### src/rtl/muldiv_unit_pkg.sv
// -----------------------------------------------------------------------------
// muldiv_unit_pkg
//   Shared definitions for the multiply/divide unit: operation encodings driven
//   by the EXE stage, FSM state encoding, and small decode helpers.
//   Optional feature macro used by muldiv_unit: FAST_MUL_EN.
// -----------------------------------------------------------------------------
package muldiv_unit_pkg;

    // Operation codes presented on muldiv_unit.op
    typedef enum logic [1:0] {
        MD_MULT  = 2'b00,
        MD_MULTU = 2'b01,
        MD_DIV   = 2'b10,
        MD_DIVU  = 2'b11
    } md_op_e;

    // Sequencer states: IDLE -> CALC -> FIX -> IDLE
    typedef enum logic [1:0] {
        MD_IDLE = 2'b00,
        MD_CALC = 2'b01,
        MD_FIX  = 2'b10
    } md_state_e;

    function automatic logic is_div_op(input logic [1:0] op);
        return (op == MD_DIV) || (op == MD_DIVU);
    endfunction

    function automatic logic is_signed_op(input logic [1:0] op);
        return (op == MD_MULT) || (op == MD_DIV);
    endfunction

endpackage

### src/rtl/muldiv_unit_div_step.sv
// -----------------------------------------------------------------------------
// div_step
//   One combinational restoring-divide step.
//   Ports:
//     rem_in   in  WIDTH+1  partial remainder already shifted left with the next
//                           dividend bit appended in the LSB
//     divisor  in  WIDTH    divisor magnitude
//     rem_out  out WIDTH    partial remainder after the trial subtraction
//     q_bit    out 1        quotient bit produced by this step
// -----------------------------------------------------------------------------
module div_step #(
    parameter int WIDTH = 32
) (
    input  logic [WIDTH:0]   rem_in,
    input  logic [WIDTH-1:0] divisor,
    output logic [WIDTH-1:0] rem_out,
    output logic             q_bit
);

    logic [WIDTH:0] diff;

    // The incoming remainder is always below 2*divisor, so a non-negative
    // difference always fits in WIDTH bits and the MSB acts as the borrow.
    assign diff    = rem_in - {1'b0, divisor};
    assign q_bit   = ~diff[WIDTH];
    assign rem_out = q_bit ? diff[WIDTH-1:0] : rem_in[WIDTH-1:0];

endmodule

### src/rtl/muldiv_unit.sv
// -----------------------------------------------------------------------------
// muldiv_unit
//   Multi-cycle multiply/divide unit with HI/LO registers for the MIPS core.
//   Shift-add multiply and restoring divide, one bit per cycle, on a shared
//   2*WIDTH accumulator. Signed ops run on magnitudes; the sign is restored in
//   the FIX state.
//   Optional feature: define FAST_MUL_EN to compute MULT/MULTU with a single
//   WIDTH x WIDTH multiply (IDLE -> FIX). Divide is unaffected.
//   Ports:
//     clk          in   clock, rising edge
//     rst          in   asynchronous active-high reset
//     start        in   request valid, accepted only while busy==0
//     op           in   md_op_e operation code
//     a, b         in   rs / rt operands
//     wr_hi, wr_lo in   MTHI / MTLO write strobes (ignored while busy)
//     wdata        in   MTHI / MTLO data
//     hi, lo       out  HI / LO registers
//     busy         out  operation in flight
//     done         out  one-cycle pulse, new hi/lo visible in the same cycle
// -----------------------------------------------------------------------------
module muldiv_unit
    import muldiv_unit_pkg::*;
#(
    parameter int WIDTH = 32
) (
    input  logic             clk,
    input  logic             rst,
    input  logic             start,
    input  logic [1:0]       op,
    input  logic [WIDTH-1:0] a,
    input  logic [WIDTH-1:0] b,
    input  logic             wr_hi,
    input  logic             wr_lo,
    input  logic [WIDTH-1:0] wdata,
    output logic [WIDTH-1:0] hi,
    output logic [WIDTH-1:0] lo,
    output logic             busy,
    output logic             done
);

    localparam int CW = (WIDTH > 1) ? $clog2(WIDTH) : 1;

    md_state_e          state_reg, state_next;
    logic [CW-1:0]      count_reg;
    logic [2*WIDTH-1:0] acc_reg;
    logic [WIDTH-1:0]   operand_reg;   // multiplicand or divisor magnitude
    logic               is_div_reg;
    logic               neg_q_reg;     // negate product / quotient
    logic               neg_r_reg;     // negate remainder
    logic [WIDTH-1:0]   hi_reg, lo_reg;
    logic               busy_reg, done_reg;

    // ---------------- request decode ----------------
    logic             accept;
    logic             op_div;
    logic             sign_a, sign_b;
    logic             b_zero;
    logic [WIDTH-1:0] mag_a, mag_b;

    assign accept = start && !busy_reg;
    assign op_div = is_div_op(op);
    assign sign_a = is_signed_op(op) && a[WIDTH-1];
    assign sign_b = is_signed_op(op) && b[WIDTH-1];
    assign b_zero = (b == '0);
    // INT_MIN negates to itself, which is exactly its magnitude as unsigned.
    assign mag_a  = sign_a ? -a : a;
    assign mag_b  = sign_b ? -b : b;

    // ---------------- iteration datapath ----------------
    logic [WIDTH:0]     mul_sum;
    logic [2*WIDTH-1:0] mul_acc_next;
    logic [WIDTH-1:0]   div_rem_next;
    logic               div_q_bit;
    logic [2*WIDTH-1:0] div_acc_next;

    // Multiply: accumulator holds {partial product, remaining multiplier bits}.
    assign mul_sum      = {1'b0, acc_reg[2*WIDTH-1:WIDTH]}
                        + {1'b0, (acc_reg[0] ? operand_reg : {WIDTH{1'b0}})};
    assign mul_acc_next = {mul_sum, acc_reg[WIDTH-1:1]};

    // Divide: accumulator holds {partial remainder, dividend/quotient bits};
    // quotient bits shift in at the bottom as dividend bits shift out the top.
    div_step #(.WIDTH(WIDTH)) u_div_step (
        .rem_in  ({acc_reg[2*WIDTH-1:WIDTH], acc_reg[WIDTH-1]}),
        .divisor (operand_reg),
        .rem_out (div_rem_next),
        .q_bit   (div_q_bit)
    );
    assign div_acc_next = {div_rem_next, acc_reg[WIDTH-2:0], div_q_bit};

    // ---------------- sign correction ----------------
    logic [2*WIDTH-1:0] fix_result;

    always_comb begin
        fix_result = acc_reg;
        if (is_div_reg) begin
            fix_result[WIDTH-1:0]       = neg_q_reg ? -acc_reg[WIDTH-1:0] : acc_reg[WIDTH-1:0];
            fix_result[2*WIDTH-1:WIDTH] = neg_r_reg ? -acc_reg[2*WIDTH-1:WIDTH]
                                                    : acc_reg[2*WIDTH-1:WIDTH];
        end else if (neg_q_reg) begin
            fix_result = -acc_reg;
        end
    end

    // ---------------- FSM next state ----------------
    logic finish;

    always_comb begin
        state_next = state_reg;
        finish     = 1'b0;
        case (state_reg)
            MD_IDLE: begin
                if (accept) begin
                    if (op_div && b_zero) begin
                        state_next = MD_FIX;
`ifdef FAST_MUL_EN
                    end else if (!op_div) begin
                        state_next = MD_FIX;
`endif
                    end else begin
                        state_next = MD_CALC;
                    end
                end
            end
            MD_CALC: begin
                if (count_reg == CW'(WIDTH - 1)) begin
                    state_next = MD_FIX;
                end
            end
            MD_FIX: begin
                state_next = MD_IDLE;
                finish     = 1'b1;
            end
            default: state_next = MD_IDLE;
        endcase
    end

    always_ff @(posedge clk or posedge rst) begin
        if (rst) begin
            state_reg <= MD_IDLE;
        end else begin
            state_reg <= state_next;
        end
    end

    // ---------------- datapath registers ----------------
    always_ff @(posedge clk or posedge rst) begin
        if (rst) begin
            count_reg   <= '0;
            acc_reg     <= '0;
            operand_reg <= '0;
            is_div_reg  <= 1'b0;
            neg_q_reg   <= 1'b0;
            neg_r_reg   <= 1'b0;
            hi_reg      <= '0;
            lo_reg      <= '0;
            busy_reg    <= 1'b0;
            done_reg    <= 1'b0;
        end else begin
            done_reg <= finish;
            case (state_reg)
                MD_IDLE: begin
                    if (wr_hi) hi_reg <= wdata;
                    if (wr_lo) lo_reg <= wdata;
                    if (accept) begin
                        busy_reg    <= 1'b1;
                        count_reg   <= '0;
                        is_div_reg  <= op_div;
                        neg_q_reg   <= sign_a ^ sign_b;
                        neg_r_reg   <= sign_a;
                        operand_reg <= op_div ? mag_b : mag_a;
                        if (op_div && b_zero) begin
                            // Preload the divide-by-zero result; FIX passes it through.
                            acc_reg   <= {a, {WIDTH{1'b1}}};
                            neg_q_reg <= 1'b0;
                            neg_r_reg <= 1'b0;
                        end else if (op_div) begin
                            acc_reg <= {{WIDTH{1'b0}}, mag_a};
                        end else begin
`ifdef FAST_MUL_EN
                            acc_reg <= {{WIDTH{1'b0}}, mag_a} * {{WIDTH{1'b0}}, mag_b};
`else
                            acc_reg <= {{WIDTH{1'b0}}, mag_b};
`endif
                        end
                    end
                end
                MD_CALC: begin
                    acc_reg   <= is_div_reg ? div_acc_next : mul_acc_next;
                    count_reg <= count_reg + 1'b1;
                end
                MD_FIX: begin
                    hi_reg   <= fix_result[2*WIDTH-1:WIDTH];
                    lo_reg   <= fix_result[WIDTH-1:0];
                    busy_reg <= 1'b0;
                end
                default: ;
            endcase
        end
    end

    assign hi   = hi_reg;
    assign lo   = lo_reg;
    assign busy = busy_reg;
    assign done = done_reg;

endmodule
### config.mk
export PLATFORM = sky130hd
export DESIGN_NAME = muldiv_unit
export DESIGN_NICKNAME = d
export VERILOG_FILES = /design/src/rtl/muldiv_unit_pkg.sv /design/src/rtl/muldiv_unit_div_step.sv /design/src/rtl/muldiv_unit.sv
export SDC_FILE = /design/constraint.sdc
export NUM_CORES = 1
export LEC_CHECK = 0
export BUFFER_PORTS_ARGS = -buffer_cell sky130_fd_sc_hd__buf_2
export CAP_MARGIN = 20
export CORE_ASPECT_RATIO = 0.75
export CORE_MARGIN = 4
export CORE_UTILIZATION = 40
export CTS_BUF_LIST = sky130_fd_sc_hd__clkbuf_16
export DETAILED_ROUTE_END_ITERATION = 8
export HOLD_SLACK_MARGIN = 0.05
export SKIP_LAST_GASP = 1
export SLEW_MARGIN = 20
export SYNTH_ARGS = -nofsm -noshare
export SYNTH_HDL_FRONTEND = slang
export SYNTH_HIERARCHICAL = 1
export SYNTH_SLANG_ARGS = --single-unit
### constraint.sdc
create_clock -name clk -period 8 [get_ports clk]
set_input_delay 1.6 -clock clk [delete_from_list [all_inputs] [get_ports clk]]
set_output_delay 1.6 -clock clk [all_outputs]
set_load 0.005 [all_outputs]
==> metrics, run 1 <==
status completed; commonest cells after routing, fill and taps aside nand2_1, o21ai_0, dfrtp_1; Clk pwr share 0.340; dpl hpwl 46000 um; Final Setup Violations 0; die extent in y 178 um; area share of and/or/nand/nor cells after synthesis 0.199; root buffer cell clkbuf_16; Starting Density 0.411; DR iter-0 viols 2075; CTS Buffer Depth 2; row count 61; initial antenna violation count 3; mean post-synth cell area 7.93 um2; register area share after synthesis 0.279; Synth cell types approximately 100; total track usage 0.278; Leakage Power 0.00728 uW; clock latency on the worst-skew pair 0.47 ns; sw frac 0.358; Worst slew margin 0.302; CP required 8.33 ns; Yosys reg bits around 170; Synth async-reset ratio 1.00; Gate power share 0.283; TritonCTS clock tree done; Post-CTS Setup Inserts 0; Worst Tran Pin Value approximately 1.0 ns; Clock Skews 0.0178 ns; Chip Width 235 um; total CTS buffers 17; Core ar. ~0.038 mm2; total power 2620 uW; top_reg_cell synth dfrtp_1; Period minus WS final about 4.8 ns; Die ar. ~0.042 mm2; hold_buf cts 0; Final #Nets ~2200; Syn Inst Count 1944; Area Growth Syn to Fin 11.0%; # resized after CTS 0; cell area after synthesis 0.0154 mm2; commonest non-fill, non-tap cell in the layout nand2_1; syn_nets 2119; area share of fa/ha/maj cells after synthesis 0.0594; Worst Path Class, Setup reg -> reg; Fin. Hold Viols 0; Wirelength per Cell 23.6 um; number of vias in the routed layout 15700; Critical Path AT between 5 and 6 ns; Tcrit/Tclk final 0.602; vias in the first global route 14600; DR vias/cell approximately 6; crit start category flip-flop; gp weighted congestion 0.967; Seq pwr share 0.377; 1st-pass router iterations 6; Antenna Violating Nets Remaining 0; max FFs per register 64; share of layout cells above drive strength 1 0.142; htree depth 4; power density of the placed cells 153 mW/mm2; Peak VDD IR 0.117 mV; maxcap violations 0; XOR/XNOR share of the synthesized area 0.0954; Crit. End Element flip-flop; critical-path maximum fanout 24; global-route wire length before repair 89700 um; largest family of logic cells by synthesized area compound AO/OA/AOI/OAI gates; Hold WC Path Type reg -> reg; Net Sw Power 937 uW; pin count of the biggest net entering global routing 80; Post-Route WL 60000 um; fin. max-slew vios 0; f_max 208 MHz; DRC Markers 0; post-synthesis mux area share 0.0536; RSZ-0062 raised after global routing false; Synth Area in Compound Gates 0.261; Synth warnings 6; Cell Int Power 1680 uW; GRT overflow 0; CTS sink cnt 172; Clock Pin Slew Worst Setup and Hold Paths 0.08 ns; Post-synth EDFFs 0; I/O pin total roughly 170; setup TNS 0 ns; Fillers 3853; port bufs 168
[worst max-delay path, cell delays in order, from the launching register on]
cell	delay [ns]
dfrtp_1	0.50
inv_1	0.08
ha_1	0.28
fa_1	0.42
and2b_1	0.25
o2111ai_2	0.13
a21oi_2	0.23
o2111ai_1	0.25
a211oi_2	0.35
nor2_4	0.11
mux2i_4	0.46
and2_4	0.38
inv_8	0.13
mux2_4	0.33
a21oi_1	0.16
o31ai_1	0.09
a22oi_1	0.18
nor2_1	0.06
a41oi_1	0.15
o31ai_1	0.09
[worst paths after layout]
kind	from	end	slack (ns)	cells after the start
setup / recovery	acc_reg[31]$_DFFE_PP0P_	acc_reg[51]$_DFFE_PP0P_	3.18	19
hold / removal	lo[6]$_DFFE_PP0P_	lo[6]$_DFFE_PP0P_	0.47	2
setup reg to reg	acc_reg[31]$_DFFE_PP0P_	acc_reg[51]$_DFFE_PP0P_	3.18	19
hold reg to reg	lo[6]$_DFFE_PP0P_	lo[6]$_DFFE_PP0P_	0.47	2
max in group asynchronous	rst	operand_reg[8]$_DFFE_PP0P_	5.47	3
min in group asynchronous	rst	hi[22]$_DFFE_PP0P_	1.14	2
[cells by family (layout without fill, tap and decap cells)]
kind of cell | count (synthesis) | in the layout
AOI/OAI and AO/OA | 639 | 639
xor gates and xnor gates | 168 | 168
adders and majority gates | 72 | 72
buffers and inverters | 182 | 274
DFF | 172 | 172
muxes | 71 | 71
other | 0 | 3
and+or+nand+nor | 640 | 640
[Yosys cell counts (all sizes together), types with 45 or more instances]
| library cell | n | area (um2) |
|---|---|---|
| nand2 | 240 | 901 |
| o21ai | 194 | 971 |
| dfrtp | 172 | 4300 |
| a21oi | 162 | 818 |
| nor2 | 142 | 543 |
| clkbuf | 102 | 383 |
| xnor2 | 93 | 815 |
| xor2 | 75 | 657 |
| ha | 70 | 876 |
| inv | 54 | 210 |
| nor3 | 47 | 252 |
| mux2i | 45 | 463 |
[through the flow]
stage                     worst slack [ns]   util  cell area [um2]  hold slack [ns]  instances
after detailed placement              3.22  0.439            16500            0.466       2508
after floorplan                       1.74      -            15400            0.449       1944
after global placement                3.30  0.439            16500            0.460       2507
final                                 3.18  0.456            17100            0.473       2543
after CTS                             3.31  0.455            17100            0.483       2539
after global routing                  3.00  0.456            17100            0.505       2542
[final cells by class]
| class | instances | area (um2) | share of cell area |
|---|---|---|---|
| antenna | 3 | 7.51 | 0.000439 |
| tap | 504 | 631 | 0.0369 |
| clock buffer | 17 | 425 | 0.0249 |
| clock inverter | 14 | 161 | 0.00943 |
| sequential | 172 | 4310 | 0.252 |
| multi-input combinational | 1590 | 10300 | 0.605 |
| inverter | 55 | 219 | 0.0128 |
| timing repair buffer | 188 | 1020 | 0.0595 |
[per-layer routing]
layer / wire, um / global-route usage / vias up
li1: - / - / 7242
met1: 27800 / 0.413 / 7667
met4: 1460 / 0.0795 / 0
met2: 24500 / 0.391 / 739
met5: 0 / 0 / -
met3: 6260 / 0.0771 / 76
[power groups by stage]
| stage | logic [uW] | clock network, uW | registers, uW |
|---|---|---|---|
| detailed placement | 721 | 0 | 1000 |
| CTS | 725 | 893 | 985 |
| global route | 810 | 927 | 992 |
| floorplan | 498 | 0 | 974 |
| finish | 742 | 890 | 987 |
| global placement | 717 | 0 | 1000 |
Power figures use the tool's default switching activity.
==> run 2: changes to the inputs <==
==> constraint.sdc (replaced) <==
create_clock -name clk -period 4.5 [get_ports clk]
set_input_delay 0.9 -clock clk [delete_from_list [all_inputs] [get_ports clk]]
set_output_delay 0.9 -clock clk [all_outputs]
set_load 0.005 [all_outputs]
==> metrics, run 2 (synthesis gave the netlist of run 1 again) <==
Tcrit/Tclk final 0.931 (+0.328); 1st-pass router iterations 6 (unchanged); I/O pin total 169 (unchanged); f_max 239 MHz (+15%); register area 0.00431 mm2 (about the same); max incr delay on CP 0.40 ns (-0.10 ns); Final #Nets 2231 (+1.5%); setup TNS 0 ns (unchanged); gp weighted congestion 1.01 (+4.6%); pin count of the biggest net entering global routing 92 (+15%); Leakage Power 0.00743 uW (+2.1%); number of vias in the routed layout 16000 (+1.7%); CP required 4.84 ns (-3.49 ns); Clock Pin Slew Worst Setup and Hold Paths 0.08 ns (about the same); Met1 Wirelength 28000 um (+0.55%); Period minus WS final 4.19 ns (-0.630 ns); global-route wire length before repair 92200 um (+2.7%); initial antenna violation count 1 (-2); most frequent CP cell o31ai_1; Fillers 3824 (-0.75%); status completed; total CTS buffers 17 (unchanged); DR top layer met4; Final Setup Violations 0 (unchanged); die extent in y 178 um (unchanged); Die ar. 0.0418 mm2 (unchanged); Clock Skews 0.00793 ns (-0.00982 ns); htree depth 4 (unchanged); met3 wire length 6930 um (+11%); Hold Slack 0.321 ns (-0.153 ns); crit start category flip-flop; Fin. Hold Viols 0 (unchanged); post-route setup slack 0.313 ns (-2.87 ns); dpl ws 0.185 ns (-3.04 ns); power density of the placed cells 268 mW/mm2 (+75%); row count 61 (unchanged); RSZ-0062 raised after global routing false; Crit. End Element flip-flop; maxcap violations 0 (unchanged); Worst Tran Pin Value 1.06 ns (+0.0160 ns); GRT overflow 0 (unchanged); Slowest cell on crit path dfrtp_1; TritonCTS clock tree done; port bufs 168 (unchanged); DR vias/cell 6.21 (+0.47%); Peak VDD IR 0.274 mV (+130%); critical-path maximum fanout 17 (-29%); hold_buf cts 0 (unchanged); CTS sink cnt 172 (unchanged); commonest non-fill, non-tap cell in the layout nand2_1; CP Cell Sequence ha_1 > fa_1 > and2b_1 > o2111ai_2 > a21oi_2 > o2111ai_1 > a211oi_2 > nor2_4 > mux2i_4 > and2_4 > inv_8 > mux2_4 > a21oi_1 > o31ai_1 > a22oi_1 > nor2_1 > a41oi_1 > o31ai_1; share of layout cells above drive strength 1 0.156 (+0.0132); Post-Route WL 62000 um (+3.3%); Area Growth Syn to Fin 12.5%; multi-input logic area 0.0103 mm2 (about the same); Worst Path Class, Setup reg -> reg; root buffer cell clkbuf_16; CTS Buffer Depth 2 (unchanged); commonest cells after routing, fill and taps aside nand2_1, o21ai_0, dfrtp_1; Starting Density 0.411 (unchanged); Chip Width 235 um (unchanged); Antenna Violating Nets Remaining 0 (unchanged); max FFs per register 64 (unchanged); total track usage 0.285 (+0.00741); vias in the first global route 14700 (+0.90%); fin. max-slew vios 0 (unchanged); Worst slew margin 0.292 (-0.0107); DR iter-0 viols 2177 (+4.9%); dpl hpwl 48400 um (+5.2%); Detail Route met2 WL 26000 um (+6.0%); Critical Path AT 4.53 ns (-0.62 ns); DRC Markers 0 (unchanged); clock latency on the worst-skew pair 0.46 ns (about the same); Hold WC Path Type in -> async; Core ar. 0.0376 mm2 (unchanged); total power 4660 uW (+78%); Wirelength per Cell 24.1 um (+2.0%)
==> run 2: cell count changes in the layout (fill, tap and decap cells not counted), moves of 2 or more <==
| cell | before | now |
|---|---|---|
| nor2_2 | 4 | 2 |
| diode_2 | 3 | 1 |
| buf_4 | 18 | 49 |
| nor2_1 | 137 | 139 |
| buf_12 | 0 | 3 |
| clkinvlp_4 | 3 | 5 |
==> run 2: area by class of cell <==
| type | count | area share |
|---|---|---|
| inverter | 55 | 0.0125 |
| multi-input combinational | 1590 | 0.596 |
| timing repair buffer | 220 | 0.0731 |
| sequential | 172 | 0.248 |
| clock buffer | 17 | 0.0245 |
| tap | 504 | 0.0364 |
| clock inverter | 15 | 0.00894 |
| antenna | 1 | 0.000144 |
==> run 2: worst max-delay path, delay by kind of cell, from the launching register on <==
kind            cells  cell delay, ns
flops               1            0.40
fa+ha+maj           2            0.62
compound gates      9            1.67
simple gates        4            0.66
buf+inv             1            0.18
mux                 2            0.54
==> run 2: through the flow <==
step | util | cells | area (um2)
finish | 0.462 | 2574 | 17300
global route | 0.462 | 2573 | 17300
CTS | 0.462 | 2572 | 17300
detailed placement | 0.446 | 2540 | 16800
global placement | 0.446 | 2539 | 16700
floorplan | - | 1944 | 15400
==> run 2: power breakdown <==
| group | leakage [uW] | switching, uW | internal (uW) |
|---|---|---|---|
| clock network | 0.000275 | 765 | 782 |
| logic | 0.00508 | 829 | 536 |
| registers | 0.00207 | 106 | 1640 |
| total | 0.00743 | 1700 | 2960 |
==> run 2: timing repair <==
action	CTS	global route
buffers inserted	0	1
setup endpoints to repair	0	7
endpoints found under the hold margin	0	0
gates resized for setup	0	1
==> run 2: worst paths after layout <==
| check | slack (ns) | end | startpoint | cells after the start |
|---|---|---|---|---|
| min in group clk | 0.48 | lo[6]$_DFFE_PP0P_ | lo[6]$_DFFE_PP0P_ | 2 |
| min | 0.32 | lo[21]$_DFFE_PP0P_ | rst | 2 |
| max | 0.31 | acc_reg[51]$_DFFE_PP0P_ | operand_reg[0]$_DFFE_PP0P_ | 18 |
| max reg2reg | 0.31 | acc_reg[51]$_DFFE_PP0P_ | operand_reg[0]$_DFFE_PP0P_ | 18 |
| min reg2reg | 0.48 | lo[6]$_DFFE_PP0P_ | lo[6]$_DFFE_PP0P_ | 2 |
| max in group asynchronous | 3.42 | acc_reg[44]$_DFFE_PP0P_ | rst | 3 |
==> run 2: layer usage <==
metal,track usage,vias up
met1,0.424,7777
met5,0,-
met4,0.0615,0
met2,0.418,825
li1,-,7307
met3,0.0706,82
